==> src/rtl/fp_rnd_pipe.sv <==
// fp_rnd_pipe: two-stage IEEE-754 single-precision rounding and packing pipeline
module fp_rnd_pipe (
  input  logic        clock,
  input  logic        reset,
  input  logic        in_valid,
  output logic        in_ready,
  input  logic        in_sig,
  input  logic [9:0]  in_expo,
  input  logic [24:0] in_mant,
  input  logic [2:0]  in_grs,
  input  logic [2:0]  in_rm,
  input  logic        in_snan,
  input  logic        in_qnan,
  input  logic        in_dbz,
  input  logic        in_inf,
  input  logic        in_zero,
  output logic        out_valid,
  input  logic        out_ready,
  output logic [31:0] out_result,
  output logic [4:0]  out_flags
);
  logic        s1_valid, s1_sig, s1_inc, s1_nx, s1_snan, s1_qnan, s1_dbz, s1_inf, s1_zero;
  logic [9:0]  s1_expo;
  logic [24:0] s1_mant;
  logic [2:0]  s1_rm;
  logic        s2_free, take, inc, ovf, to_inf;
  logic [24:0] sum;
  logic [22:0] frac;
  logic [10:0] expo;
  logic [31:0] res;
  logic [4:0]  flg;
  assign s2_free  = ~out_valid | out_ready;
  assign in_ready = ~s1_valid | s2_free;
  assign take     = in_valid & in_ready;
  assign inc = in_rm == 3'd1 ? 1'b0 :
               in_rm == 3'd2 ? in_sig & |in_grs :
               in_rm == 3'd3 ? ~in_sig & |in_grs :
               in_rm == 3'd4 ? in_grs[2] :
               in_grs[2] & (in_mant[0] | |in_grs[1:0]);
  assign sum    = s1_mant + {24'd0, s1_inc};
  assign frac   = sum[24] ? sum[23:1] : sum[22:0];
  assign expo   = {1'b0, s1_expo} + {10'd0, sum[24]};
  assign ovf    = expo >= 11'd255;
  assign to_inf = s1_rm == 3'd1 ? 1'b0 : s1_rm == 3'd2 ? s1_sig : s1_rm == 3'd3 ? ~s1_sig : 1'b1;
  assign res = (s1_snan | s1_qnan) ? 32'h7FC0_0000 :
               s1_inf  ? {s1_sig, 8'hFF, 23'd0} :
               s1_zero ? {s1_sig, 31'd0} :
               ovf     ? {s1_sig, to_inf ? 31'h7F80_0000 : 31'h7F7F_FFFF} :
               {s1_sig, expo[7:0], frac};
  assign flg = s1_snan ? 5'b10000 :
               s1_qnan ? 5'b00000 :
               s1_inf  ? {1'b0, s1_dbz, 3'b000} :
               s1_zero ? 5'b00000 :
               ovf     ? 5'b00101 :
               {4'd0, s1_nx};
  // stage 1 captures the record with its increment decision and holds it until stage 2 frees up
  always_ff @(posedge clock) begin
    s1_valid <= reset ? 1'b0 : take | (s1_valid & ~s2_free);
    if (take) begin
      s1_sig  <= in_sig;
      s1_expo <= in_expo;
      s1_mant <= in_mant;
      s1_rm   <= in_rm;
      s1_inc  <= inc;
      s1_nx   <= |in_grs;
      s1_snan <= in_snan;
      s1_qnan <= in_qnan;
      s1_dbz  <= in_dbz;
      s1_inf  <= in_inf;
      s1_zero <= in_zero;
    end
  end
  // stage 2 registers the packed result and flags, holding them while the consumer stalls
  always_ff @(posedge clock) begin
    if (reset) begin
      out_valid  <= 1'b0;
      out_result <= 32'd0;
      out_flags  <= 5'd0;
    end else if (s2_free) begin
      out_valid <= s1_valid;
      if (s1_valid) begin
        out_result <= res;
        out_flags  <= flg;
      end
    end
  end
endmodule

==> config.mk <==
export PLATFORM = sky130hd
export DESIGN_NAME = fp_rnd_pipe
export DESIGN_NICKNAME = d
export VERILOG_FILES = /design/src/rtl/fp_rnd_pipe.sv
export SDC_FILE = /design/constraint.sdc
export NUM_CORES = 1
export LEC_CHECK = 0
export CELL_PAD_IN_SITES_DETAIL_PLACEMENT = 1
export CELL_PAD_IN_SITES_GLOBAL_PLACEMENT = 2
export CORE_UTILIZATION = 31
export CTS_BUF_LIST = sky130_fd_sc_hd__clkbuf_4 sky130_fd_sc_hd__clkbuf_8 sky130_fd_sc_hd__clkbuf_16
export CTS_CLUSTER_DIAMETER = 120
export DETAILED_ROUTE_END_ITERATION = 12
export GPL_ROUTABILITY_DRIVEN = 0
export PLACE_DENSITY = 0.82
export SLEW_MARGIN = 40
export SYNTH_ARGS = -nofsm -noshare
export SYNTH_HDL_FRONTEND = slang
export SYNTH_SLANG_ARGS = --single-unit
export TNS_END_PERCENT = 100
==> constraint.sdc <==
create_clock -name clock -period 5.3 [get_ports clock]
set_clock_uncertainty 0.15 [all_clocks]
set_input_delay 1.06 -clock clock [delete_from_list [all_inputs] [get_ports clock]]
set_output_delay 1.06 -clock clock [all_outputs]
set_load 0.02 [all_outputs]
# Yosys cells after proc, flatten, opt, wreduce, memory -nomap -nowiden
# Cells that the tools add are included.
dict set report totals {
  inputBits 51
  word_cells 60
  output_inout_bits 39
  regBits 85
}
dict set report classes {
  n_bitwise 15
  mux 17
  n_addsub 2
  magnitude_cmp 1
  n_reduce_logical 3
  n_eq_ne 7
}
# op n
set op_table {}
lappend op_table {{$mux 31} 3}
lappend op_table {{$mux 32} 1}
lappend op_table {{$add 25x1->25} 1}
lappend op_table {{$mux 24} 1}
lappend op_table {{$mux 23} 1}
lappend op_table {{$eq 3x2->1 const B} 4}
lappend op_table {{$add 10x1->11} 1}
lappend op_table {{$ge 11x8->1 const B} 1}
lappend op_table {{$mux 4} 2}
lappend op_table {{$eq 3x1->1 const B} 2}
lappend op_table {{$mux 1} 6}
lappend op_table {{$mux 3} 2}
lappend op_table {{$and 1x1->1} 5}
lappend op_table {{$mux 5} 1}
lappend op_table {{$not 1->1} 5}
lappend op_table {{$or 1x1->1} 5}
lappend op_table {{$eq 3x3->1 const B} 1}
lappend op_table {{$reduce_or 3->1} 1}
lappend op_table {{$reduce_and 2->1} 1}
lappend op_table {{$reduce_or 2->1} 1}

# Longest topological paths before layout
dict set report depth {
  ltp_word 9
  mapped_depth 18
  mapped_depth_nobuf 16
}

# Worst setup path before layout
# OpenSTA, ideal clock, no wires.
dict set report synth_timing {
  kind {register to register}
  from {register s1_inc}
  to {register out_result[3]}
  path_buffers 2
  t_arrival_ns 4.386
  setup_slack_ns 0.635
  synth_period_minus_slack_ns 4.665
  stages_incl_launch_ff 19
  setup_ns 0.129
  required_time_ns 5.021
  path_cell_list {edfxtp_1 ha_1 ha_1 and3_1 nand4_4 or4_4 xnor2_4 inv_2 clkbuf_1 ha_1 ha_1 and3_1 a31o_2 a21oi_1 o41a_1 clkbuf_1 o21ai_0 a211oi_1 o21ai_0}
}
dict set report synth_between {
  elab_chain_len 7
  elab_cells_between_ends 8
  classes_between {add/sub (2); order compare (1); mux (5)}
}
# item line_no
set synth_lines {}
lappend synth_lines {{from (decl)} 22} ;# logic s1_valid, s1_sig, s1_inc, s1_nx, s1_snan, s1_qnan, s1_dbz, s1_inf, s1_zero;
lappend synth_lines {{from (signal assigned)} 64} ;# s1_inc <= inc;
lappend synth_lines {{$add 25x1->25 (*)} 40} ;# assign sum = s1_mant + {24'd0, s1_inc};
lappend synth_lines {{$add 10x1->11} 42} ;# assign expo = {1'b0, s1_expo} + {10'd0, sum[24]};
lappend synth_lines {{$ge 11x8->1} 43} ;# assign ovf = expo >= 11'd255;
lappend synth_lines {{$mux 31 (*)} 48} ;# ovf ? {s1_sig, to_inf ? 31'h7F80_0000 : 31'h7F7F_FFFF} :
lappend synth_lines {{$mux 31 (*)} 47} ;# s1_zero ? {s1_sig, 31'd0} :
lappend synth_lines {{$mux 31 (*)} 46} ;# s1_inf ? {s1_sig, 8'hFF, 23'd0} :
lappend synth_lines {{$mux 32 (*)} 45} ;# assign res = (s1_snan | s1_qnan) ? 32'h7FC0_0000 :
lappend synth_lines {{to (signal assigned)} 82} ;# out_result <= res;
lappend synth_lines {{to (decl)} 19} ;# output logic [31:0] out_result,
# Mark *: on every way between the ends. The rest lies on a longest branch, timed or not.
# A chain may end at the register's enable or synchronous reset.

# Worst setup path in the final report
dict set report layout_timing {
  from {register s1_inc}
  to {register out_result[7]}
}
# The elaborated chain is that of the path after synthesis.

==> metrics <==
row cnt 41; PortBufs 88; synthesized flop and latch total 84; worst path required time 5.39 ns; Reg2Reg Capture Point out_result[7]; # diodes 0; DRT Wirelength 12.2 mm; drt pass-1 iters 4; H-Tree Depth 3; Commonest cells post-synth 57 x nand2_1, 48 x nor2_1, 46 x edfxtp_1; P per Cell Area 288 mW/mm^2; Max Slew Vio Count 0; post-layout min period 4.86 ns; Syn Nets 485; Gate power share 11.3%; Die X 117 um; total number of vias 3605; root buf cell clkbuf_16; WP data arrival 4.95 ns; post-synth top area share 33.4%; clock share of power 41.8%; Hold Path Cell Cnt 2; Cell Area, Synth 0.00413 sq mm; first-pass GRT wire length 19.5 mm; DP HPWL 9.14 mm; RSZ-0062 raised after global routing false; worst hold path type flip-flop to flip-flop; Final ANT Viol Nets 0; Post-Syn Instances 430; Starting Density 32.2%; internal power 1.22 mW; Reg2Reg Depth 16; Hold Crit Endpoint out_result[18]; clock sink total 84; CP max FO 8; Ys Warns 0; # IOs 90; final core occ 43.3%; Layout Cells excl Fill 693; post-CTS resize count 0; status finished, final reports clean; Clock Path Buffers 2; fin nets 571; nature of the critical path endpoint flip-flop; Sw Pwr 0.379 mW; layout cells sized above 1 7.68%; Leak 1.92 nW; GRT Resource Usage Total 18.3%; HP Start out_result[18]; reg-to-reg slack, setup 0.44 ns; die height 117 um; fillcell total 1484; setup bufs post-CTS 0; switching fraction of total power 23.7%; placeable core area 0.0128 sq mm; Setup crit start kind flip-flop; Seq pwr share 46.9%; final period utilization 91.8%; Worst VDD drop 0.134 mV; largest net degree at the start of global routing 47; Synth area leaders edfxtp_1 33%, dfxtp_1 18%, nand2_1 5.2%, nor2_1 4.4%, a21oi_1 3.5%; via/cell ratio 5.20; drt wl/cell 17.6 um; Iteration-0 DRC Markers 217; area grow syn2layout 34.4%; Reg area 0.00214 sq mm; syn_area_per_cell 9.61 sq um; Clk Latency, worst-skew pair 0.34 ns; max_slew headroom 56.1%; CTS tree built; area of the multi-input gates 0.00188 sq mm; CP Class flip-flop to flip-flop; Hold WS 0.302 ns; CTS clk-pin slew, worst paths 0.06 ns; reg-to-reg startpoint s1_inc; die area 0.0138 sq mm; GRT overflow 0; number of global-route vias before repair 3711; TNS Setup 0 ns; antenna violations before repair 0; DP Cell Count 677; maxcap violations 0; top cell type by total area after synthesis edfxtp_1; number of synthesized flops with an enable pin 46; cts hold-fix bufs 0; most frequent cell after synthesis nand2_1; Most used DFF post-synth edfxtp_1; TritonCTS buffer count 9; DRC Markers 0; Unique masters post-synth 59; Slew @ Worst Pin 0.659 ns; Async SR Flop Fraction 0%; Highest Clock Rate 206 MHz; Final Hold Violating Endpoints 0; final setup fails 0; post-synthesis sequential area ratio 51.8%
[layer usage]
layer  routed length (um)  GRT usage, %  vias to the layer above
met5                    0             0                        -
met3                  686          3.21                       17
li1                     -             -                     1749
met4                  273          7.71                        0
met1                 5550          24.0                     1735
met2                 5680          29.4                      104
[power groups by stage]
stage	sequential [mW]	clock [mW]	combinational, mW
2_1_floorplan	0.757	0	0.0911
3_3_place_gp	0.762	0	0.176
3_5_place_dp	0.762	0	0.181
4_1_cts	0.748	0.684	0.182
5_1_grt	0.752	0.708	0.197
6_report	0.749	0.668	0.181
[stage by stage]
stage	setup WS, ns	total power, mW	cell area (sq um)
after detailed placement	0.533	0.944	5220
after global routing	0.137	1.66	5550
after CTS	0.473	1.61	5550
after global placement	0.668	0.938	5220
after floorplan	0.635	0.848	4130
final	0.436	1.60	5550
[cell type report]
| type | instances | share of cell area (%) |
|---|---|---|
| flip-flops and latches | 84 | 38.6 |
| multi-input cells | 316 | 33.8 |
| repair buffers | 100 | 17.5 |
| clock buffers | 14 | 5.68 |
| well taps | 172 | 3.88 |
| inverters | 5 | 0.338 |
| clock inverters | 2 | 0.203 |
[cell usage in the layout, fill, tap and decap left out, drive strengths merged, types with 13 or more instances in the layout]
| cell | n |
|---|---|
| clkdlybuf4s50 | 88 |
| nand2 | 57 |
| nor2 | 48 |
| edfxtp | 46 |
| dfxtp | 38 |
| a21oi | 29 |
| o21ai | 25 |
| nand3 | 19 |
| clkbuf | 14 |
| xnor2 | 13 |
| nor3 | 13 |
[worst max path at each step]
stage | startpoint | end | slack [ns] | cells past startpoint
6_report | s1_inc | out_result[7] | 0.44 | 16
5_1_grt | s1_inc | out_result[7] | 0.14 | 16
4_1_cts | s1_inc | out_result[7] | 0.47 | 16
3_5_place_dp | s1_inc | out_result[7] | 0.53 | 16
3_3_place_gp | s1_inc | out_result[7] | 0.67 | 16
2_1_floorplan | s1_inc | out_result[3] | 0.64 | 18
[worst max-delay path: stages, from the launching register on]
cell	delay (ns)
edfxtp_1	0.33
ha_1	0.20
ha_1	0.27
and3_1	0.32
nand4_4	0.17
or4_4	0.62
xnor2_4	0.16
inv_2	0.08
ha_1	0.20
ha_1	0.22
and3_1	0.26
nor2b_1	0.21
xnor2_1	0.14
o41a_1	0.43
o21ai_0	0.44
nor2_1	0.27
a32o_1	0.29
[flip-flops by register name (all words and copies together), names as in the netlist, 3 cells and up]
register	count
out_flags	4
out_result	32
s1_mant	25
s1_rm	3
s1_expo	10
[kinds of logic (layout without fill, tap and decap cells)]
logic type	after synthesis	in the layout	synth area share, %
other	1	1	0.0908
muxes	7	7	1.79
and+or+nand+nor	185	185	21.7
DFF	84	84	51.8
buffers and inverters	30	121	3.06
adders and majority gates	5	5	1.45
xor gates and xnor gates	20	20	4.69
AOI/OAI and AO/OA	98	98	15.4
No activity file was read; power rests on OpenSTA's default activity.
